[config.mk]
export PLATFORM = sky130hd
export DESIGN_NAME = fetch_sequencer
export DESIGN_NICKNAME = d
export VERILOG_FILES = /design/src/rtl/ecap5_dproc_pkg.sv /design/src/rtl/fetch_sequencer.sv
export SDC_FILE = /design/constraint.sdc
export NUM_CORES = 1
export LEC_CHECK = 0
export CAP_MARGIN = 5
export CELL_PAD_IN_SITES_DETAIL_PLACEMENT = 1
export CELL_PAD_IN_SITES_GLOBAL_PLACEMENT = 1
export CORE_UTILIZATION = 34
export CTS_CLUSTER_SIZE = 10
export DETAILED_ROUTE_END_ITERATION = 10
export HOLD_SLACK_MARGIN = 0.02
export PLACE_DENSITY = 0.86
export SLEW_MARGIN = 20
export SYNTH_ARGS = -nofsm -noshare
export SYNTH_HDL_FRONTEND = slang
export SYNTH_SLANG_ARGS = --single-unit
[constraint.sdc]
create_clock -name clk_i -period 1.6 [get_ports clk_i]
set_input_delay 0.4 -clock clk_i [delete_from_list [all_inputs] [get_ports clk_i]]
set_output_delay 0.4 -clock clk_i [all_outputs]
set_load 0.005 [all_outputs]
[src/rtl/ecap5_dproc_pkg.sv]
// Shared types and constants for the ecap5 processor front end.
package ecap5_dproc_pkg;

    localparam int unsigned XLEN = 32;

    localparam logic [XLEN-1:0] BOOT_ADDRESS      = 32'h0000_0000;
    localparam logic [XLEN-1:0] INTERRUPT_ADDRESS = 32'hFF00_000A;
    localparam logic [XLEN-1:0] DEBUG_ADDRESS     = 32'hFF00_000B;

    localparam logic [XLEN-1:0] PC_INCREMENT = 32'd4;

    typedef enum logic [1:0] {
        S_IDLE  = 2'd0,
        S_REQ   = 2'd1,
        S_OUT   = 2'd2,
        S_FLUSH = 2'd3
    } fetch_state_t;

endpackage

[src/rtl/fetch_sequencer.sv]
// Non-pipelined instruction fetch controller: owns the PC, issues one fetch at a
// time and hands each instruction to decode, dropping responses made stale by redirects.
module fetch_sequencer
    import ecap5_dproc_pkg::*;
#(
    parameter logic [XLEN-1:0] BOOT_ADDR = BOOT_ADDRESS,
    parameter logic [XLEN-1:0] IRQ_ADDR  = INTERRUPT_ADDRESS,
    parameter logic [XLEN-1:0] DBG_ADDR  = DEBUG_ADDRESS
) (
    input  logic            clk_i,
    input  logic            rst_i,
    input  logic            irq_i,
    input  logic            drq_i,
    input  logic            branch_i,
    input  logic [XLEN-1:0] branch_target_i,
    input  logic            stall_i,
    output logic            if_req_o,
    output logic [XLEN-1:0] if_addr_o,
    input  logic            if_ack_i,
    input  logic [XLEN-1:0] if_data_i,
    output logic [XLEN-1:0] instr_o,
    output logic [XLEN-1:0] pc_o,
    output logic            valid_o
);

    fetch_state_t    state_q, state_d;
    logic [XLEN-1:0] pc_q, pc_d;
    logic [XLEN-1:0] pending_q, pending_d;
    logic [XLEN-1:0] instr_d, pc_out_d;
    logic            redirect_c;
    logic [XLEN-1:0] target_c;

    // Redirect source priority: debug over interrupt over branch.
    always_comb begin
        redirect_c = drq_i | irq_i | branch_i;
        if (drq_i) begin
            target_c = DBG_ADDR;
        end else if (irq_i) begin
            target_c = IRQ_ADDR;
        end else begin
            target_c = branch_target_i;
        end
    end

    // Next-state, PC and presented-instruction selection.
    always_comb begin
        state_d   = state_q;
        pc_d      = pc_q;
        pending_d = pending_q;
        instr_d   = instr_o;
        pc_out_d  = pc_o;
        unique case (state_q)
            S_IDLE: begin
                if (redirect_c) begin
                    pc_d = target_c;
                end
                state_d = S_REQ;
            end
            S_REQ: begin
                if (if_ack_i) begin
                    if (redirect_c) begin
                        pc_d = target_c;
                    end else begin
                        instr_d  = if_data_i;
                        pc_out_d = pc_q;
                        state_d  = S_OUT;
                    end
                end else if (redirect_c) begin
                    // Keep the in-flight request stable; retarget once it completes.
                    pending_d = target_c;
                    state_d   = S_FLUSH;
                end
            end
            S_OUT: begin
                if (redirect_c) begin
                    pc_d    = target_c;
                    state_d = S_REQ;
                end else if (!stall_i) begin
                    pc_d    = pc_q + PC_INCREMENT;
                    state_d = S_REQ;
                end
            end
            S_FLUSH: begin
                if (if_ack_i) begin
                    pc_d    = redirect_c ? target_c : pending_q;
                    state_d = S_REQ;
                end else if (redirect_c) begin
                    pending_d = target_c;
                end
            end
            default: state_d = S_IDLE;
        endcase
    end

    // State, PC and registered outputs.
    always_ff @(posedge clk_i or negedge rst_i) begin
        if (!rst_i) begin
            state_q   <= S_IDLE;
            pc_q      <= BOOT_ADDR;
            pending_q <= '0;
            if_req_o  <= 1'b0;
            if_addr_o <= BOOT_ADDR;
            instr_o   <= '0;
            pc_o      <= '0;
            valid_o   <= 1'b0;
        end else begin
            state_q   <= state_d;
            pc_q      <= pc_d;
            pending_q <= pending_d;
            if_req_o  <= (state_d == S_REQ) || (state_d == S_FLUSH);
            if_addr_o <= pc_d;
            instr_o   <= instr_d;
            pc_o      <= pc_out_d;
            valid_o   <= (state_d == S_OUT);
        end
    end

endmodule
==> flow_metrics.tcl, run 1 <==
set metrics [dict create \
    synthArstFlopShare 1.00 \
    htree_num_levels 4 \
    fmaxAchievable_mhz 429 \
    total_leakage_power_uw 0.00576 \
    drtAntennaViolNets 0 \
    synth_largest_area_cell "dfrtp_1" \
    critPathKind "flip-flop to flip-flop" \
    required_ns 1.92 \
    multi_input_area_um2 4000 \
    synthesis.nets 719 \
    cts_num_sinks 131 \
    p_int_uw 8040 \
    synth-edff-count 0 \
    drive_gt1_frac 0.482 \
    netlist_area_um2 6640 \
    grt_remaining_overflow 0 \
    crit_fanout 6 \
    clockBufferDepth 2 \
    antenna_found_initial 0 \
    arrival_ns 2.66 \
    status "finished with violations" \
    post_drt_wl_per_cell_um 34.4 \
    utilization 0.662 \
    netlist_instances 647 \
    drv_cap 0 \
    area.sequential_um2 3290 \
    die_w_um 142 \
    p_sw_uw 3730 \
    start_util 0.350 \
    io_pins 169 \
    rows 50 \
    synth_top_area_frac 0.494 \
    io_buffers 168 \
    dp_hpwl_um 19600 \
    place.gp.congestion 0.894 \
    grt_max_degree 39 \
    relSlewSlack 0.252 \
    drt_wl_total_um 45800 \
    fin_nets 1133 \
    min_period_ns 2.33 \
    grt_util_all_layers 0.382 \
    grt_pass1_wl_um 56500 \
    worstSetupStartpointType "flip-flop" \
    grt_pass1_vias 9041 \
    skew_ns 0.0107 \
    endpoint "pc_q[29]$_DFFE_PN0P_" \
    cts_tree "built" \
    clock_power_share 0.343 \
    maxSlewViolCount 0 \
    yosys_warnings 0 \
    hold_viol 0 \
    rr_endpoint "pc_q[29]$_DFFE_PN0P_" \
    fin_ws_ns -0.733 \
    synth_ff_type "dfrtp_1" \
    ir_drop_uv 603 \
    holdCritPathClass "input port to asynchronous set/reset pin" \
    drc_errors 0 \
    drt_iter0_drc 967 \
    r2r-start "state_q[1]$_DFF_PN0_" \
    hold_ws_ns 0.404 \
    p_sw_frac 0.317 \
    clk_pin_slew_ns 0.07 \
    die_h_um 142 \
    antenna_cells 0 \
    first_pass_iters 6 \
    setup_tns_ns -19.64 \
    yosys-top-cells-area "dfrtp_1 (49%), mux2_2 (6.3%), mux2_4 (5.7%), nand2_1 (5.0%), o21ai_0 (4.1%)" \
    r2r_cells 7 \
    post-route-period-util 1.46 \
    syn_area_per_cell_um2 10.3 \
    p_comb_frac 0.299 \
    fill_cells 1883 \
    yosys_register_bits 131 \
    worstMarginPinSlew_ns 1.11 \
    final_common_cell "buf_4" \
    synth.distinct_cells 67 \
    final_cell_mix "buf_4 (166), dfrtp_1 (121), buf_6 (81)" \
    r2r_slack_ns -0.73 \
    cts_buffers 17 \
    violations "setup timing" \
    clock_latency_ns 0.45 \
    die_area_um2 20100 \
    worstSetupEndpointType "flip-flop" \
    coreArea_um2 19000 \
    pre_cts_slack_ns -0.794 \
    via_per_inst 6.46 \
    setup_viol 112 \
    crit_start "state_q[1]$_DFF_PN0_" \
    syn2layout_area_growth_pct 89.0 \
    route.vias.total 8609 \
    p_per_area_nw_per_um2 937 \
    rsz0062_at_grt "true" \
    clockRootBuffer "clkbuf_16" \
    pwr-share-seq 0.358 \
    synth_seq_area_share 0.494 \
]
==> power groups by stage <==
stage / combinational (uW) / sequential (uW) / clock, uW
2_1_floorplan: 875 / 4230 / 0
3_3_place_gp: 2630 / 4160 / 0
3_5_place_dp: 2760 / 4200 / 0
4_1_cts: 2950 / 4120 / 3870
5_1_grt: 3620 / 4250 / 4110
6_report: 3520 / 4210 / 4040
==> flip-flops by register name, indices dropped and copies added, names as in the netlist <==
| signal | count |
|---|---|
| instr_o | 32 |
| pc_o | 32 |
| pc_q | 32 |
| pending_q | 32 |
| state_q | 2 |
| valid_o | 1 |
==> timing repair <==
action                                  in CTS  in global routing
hold endpoints to repair                    26                  0
hold buffers                                 1                  0
gates cloned                                10                  5
endpoints found under the setup margin     225                148
pin swaps                                   47                 56
gates resized for setup                    316                161
setup buffers                               85                 34
==> cells in the mapped netlist (all sizes together), types with 3 or more instances <==
cell type and count:
and3 7, o22ai 3, o31ai 4, and2 3, nor4 4, a31oi 15
nand4 8, o2bb2ai 5, a22o 5, nor2b 10, a2111oi 6, dfrtp 131
a22oi 5, nor2 35, and4 4, o211ai 3, a211oi 5, buf 21
o22a 11, a21oi 21, nand2b 4, or3 3, xnor2 4, o21ai 55
a32oi 3, mux2 62, nor3 7, inv 8, nand3 42, a2bb2oi 5
nand2 89, clkbuf 22
==> routing by layer <==
| layer | up-vias | GRT usage | share of wire |
|---|---|---|---|
| met2 | 811 | 0.643 | 0.45 |
| met1 | 4250 | 0.418 | 0.35 |
| met3 | 326 | 0.0996 | 0.11 |
| li1 | 3222 | - | - |
| met5 | - | 0 | 0 |
| met4 | 0 | 0.278 | 0.090 |
==> per-stage QoR <==
step,area [um^2],total power (uW),std cells
6_report,12600,11800,1332
5_1_grt,12600,12000,1332
4_1_cts,11800,10900,1306
3_5_place_dp,9770,6960,1183
3_3_place_gp,9770,6790,1183
2_1_floorplan,6750,5100,647
==> worst max-delay path, stage by stage (launching register included) <==
cell	delay [ns]
dfrtp_2	0.44
buf_4	0.17
nand2b_4	0.13
nand2_1	0.15
buf_4	0.19
o2bb2ai_1	0.58
o211ai_1	0.34
o211a_1	0.20
==> layout make-up <==
type                    instances  share of cell area
clock buffers                  21              0.0367
clock inverters                 9             0.00847
inverters                       9             0.00289
multi-input cells             464               0.319
flip-flops and latches        131               0.262
well taps                     260              0.0259
repair buffers                438               0.345
==> worst min-delay path by stage <==
| stage | slack, ns | end |
|---|---|---|
| after floorplan | 0.10 | instr_o[0]$_DFFE_PN0P_ |
| after global placement | 0.31 | instr_o[19]$_DFFE_PN0P_ |
| after detailed placement | 0.31 | instr_o[16]$_DFFE_PN0P_ |
| after CTS | 0.45 | instr_o[16]$_DFFE_PN0P_ |
| after global routing | 0.43 | pc_o[10]$_DFFE_PN0P_ |
| final | 0.40 | pc_o[10]$_DFFE_PN0P_ |
==> cells by family (layout without fill, tap and decap cells) <==
family / Yosys count / count (layout) / synth area share
compound gates: 174 / 174 / 0.178
mux: 64 / 64 / 0.122
fa+ha+maj: 1 / 1 / 0.00188
simple gates: 219 / 219 / 0.159
xor+xnor: 6 / 6 / 0.00791
flops: 131 / 131 / 0.494
buf+inv: 52 / 477 / 0.0375
(Power assumes the default switching activity.)
==> run 2: changes to the inputs <==
--- a/config.mk
+++ b/config.mk
@@ -5,15 +5,15 @@
 export SDC_FILE = /design/constraint.sdc
 export NUM_CORES = 1
 export LEC_CHECK = 0
-export CAP_MARGIN = 5
+export CAP_MARGIN = 10
 export CELL_PAD_IN_SITES_DETAIL_PLACEMENT = 1
 export CELL_PAD_IN_SITES_GLOBAL_PLACEMENT = 1
-export CORE_UTILIZATION = 34
+export CORE_UTILIZATION = 35
+export CTS_BUF_LIST = sky130_fd_sc_hd__clkbuf_8
 export CTS_CLUSTER_SIZE = 10
 export DETAILED_ROUTE_END_ITERATION = 10
 export HOLD_SLACK_MARGIN = 0.02
-export PLACE_DENSITY = 0.86
-export SLEW_MARGIN = 20
+export PLACE_DENSITY = 0.88
 export SYNTH_ARGS = -nofsm -noshare
 export SYNTH_HDL_FRONTEND = slang
 export SYNTH_SLANG_ARGS = --single-unit
==> run 2 against run 1 <==
The flow still finishes with violations (setup timing). Sequential share of layout area increased by 0.69 points. Utilization decreased by 0.65 points. Final cell count decreased by 1.7%. Sequential power increased by 1%. Routed wire length decreased by 0.61%. Critical path depth unchanged. Largest cell class unchanged. Highest routed layer unchanged.
==> flow_metrics.tcl, run 2 (synthesis results as in run 1) <==
set metrics [dict create \
    final_common_cell "buf_4" \
    total_leakage_power_uw 0.00565 \
    clockBufferDepth 2 \
    rsz0062_at_grt "true" \
    arrival_ns 2.49 \
    rr_endpoint "pc_q[30]$_DFFE_PN0P_" \
    start_util 0.356 \
    place.gp.congestion 0.874 \
    skew_ns 0.0257 \
    met2_length_um 20200 \
    drtAntennaViolNets 0 \
    wl_met1_um 16100 \
    route.vias.total 8780 \
    io_buffers 168 \
    grt_pass1_wl_um 56200 \
    cts_tree "built" \
    clock_latency_ns 0.50 \
    via_per_inst 6.71 \
    die_w_um 140 \
    crit_fanout 4 \
    fin_ws_ns -0.523 \
    met3_length_um 5120 \
    grt_remaining_overflow 0 \
    drt_iter0_drc 995 \
    die_area_um2 19500 \
    worstMarginPinSlew_ns 0.925 \
    p_total_uw 11200 \
    drc_errors 0 \
    setup_viol 118 \
    fmaxAchievable_mhz 471 \
    worstSetupEndpointType "flip-flop" \
    cts_num_sinks 131 \
    critPathKind "flip-flop to flip-flop" \
    relSlewSlack 0.382 \
    hold_viol 0 \
    ir_drop_uv 679 \
    r2r_cells 7 \
    hold_ws_ns 0.363 \
    r2r_slack_ns -0.52 \
    die_h_um 140 \
    cts_buffers 17 \
    min_period_ns 2.12 \
    first_pass_iters 5 \
    syn2layout_area_growth_pct 84.1 \
    r2r-start "pc_q[3]$_DFFE_PN0P_" \
    utilization 0.656 \
    p_per_area_nw_per_um2 918 \
    maxSlewViolCount 0 \
    antenna_found_initial 2 \
    grt_pass1_vias 8879 \
    holdCritPathClass "input port to asynchronous set/reset pin" \
    clockRootBuffer "clkbuf_8" \
    drv_cap 0 \
    pre_cts_slack_ns -0.733 \
    violations "setup timing" \
    grt_util_all_layers 0.386 \
    status "finished with violations" \
    clk_pin_slew_ns 0.10 \
    drive_gt1_frac 0.496 \
    final_cell_mix "buf_4 (171), dfrtp_1 (122), buf_6 (87)" \
    coreArea_um2 18600 \
    rows 50 \
    dr.max_layer_used "met4" \
    post-route-period-util 1.33 \
    worstSetupStartpointType "flip-flop" \
    grt_max_degree 44 \
    io_pins 169 \
    drt_wl_total_um 45500 \
    post_drt_wl_per_cell_um 34.8 \
    crit_start "pc_q[3]$_DFFE_PN0P_" \
    dp_hpwl_um 18800 \
    required_ns 1.97 \
    endpoint "pc_q[30]$_DFFE_PN0P_" \
    htree_num_levels 4 \
    fin_nets 1133 \
]
## run 2: cell count changes in the layout (fill, tap and decap cells not counted), moves of 6 or more
cell       before  now
clkbuf_16      20    4
buf_6          81   87
buf_12         16    9
buf_16          9    2
nor2_2          1    7
nand2_1        74   80
clkbuf_8        2   19
## run 2: metrics by stage
stage | TNS (ns) | cells | instance area [um^2]
5_1_grt | -23.74 | 1308 | 12200
6_report | -22.29 | 1309 | 12200
4_1_cts | -6.54 | 1279 | 11400
3_3_place_gp | -71.73 | 1155 | 9690
2_1_floorplan | -12.11 | 647 | 6750
3_5_place_dp | -79.92 | 1155 | 9690
## run 2: timing repair
action | in CTS | in global routing
endpoints found under the hold margin | 28 | 0
hold buffers | 1 | 0
setup buffers | 89 | 39
cloned | 5 | 5
resized for setup | 318 | 169
endpoints found under the setup margin | 224 | 152
pin swaps | 44 | 44
## run 2: worst min path at each step
stage / endpoint / slack, ns / startpoint
4_1_cts: instr_o[12]$_DFFE_PN0P_ / 0.39 / rst_i
3_5_place_dp: instr_o[12]$_DFFE_PN0P_ / 0.32 / rst_i
2_1_floorplan: instr_o[0]$_DFFE_PN0P_ / 0.10 / rst_i
5_1_grt: instr_o[12]$_DFFE_PN0P_ / 0.38 / rst_i
6_report: instr_o[12]$_DFFE_PN0P_ / 0.36 / rst_i
3_3_place_gp: instr_o[12]$_DFFE_PN0P_ / 0.32 / rst_i
## run 2: final cells by class
type | instances | area [um^2]
fillers | 1898 | 6410
repair buffers | 438 | 4170
multi-input cells | 464 | 3990
flip-flops and latches | 131 | 3290
well taps | 234 | 293
clock buffers | 19 | 262
clock inverters | 13 | 183
inverters | 9 | 37.5
diodes | 1 | 2.50
## run 2: power by group
group / internal, uW / switching [uW] / leakage, uW / total, uW
Combinational: 1870 / 1690 / 0.00383 / 3570
Clock: 1780 / 1630 / 0.000220 / 3410
Sequential: 3820 / 434 / 0.00160 / 4250
Total: 7470 / 3760 / 0.00565 / 11200
## run 2: worst max-delay path: stages (launching register included)
cell      delay [ns]
dfrtp_1         0.43
ha_4            0.18
nand4_1         0.21
nor3_2          0.32
buf_4           0.23
and3_4          0.25
nand2_1         0.08
a221oi_2        0.31
## run 2: metal layers
layer,vias to the layer above,GRT usage
met2,904,0.626
met5,-,0
li1,3220,-
met1,4292,0.447
met4,0,0.264
met3,364,0.105
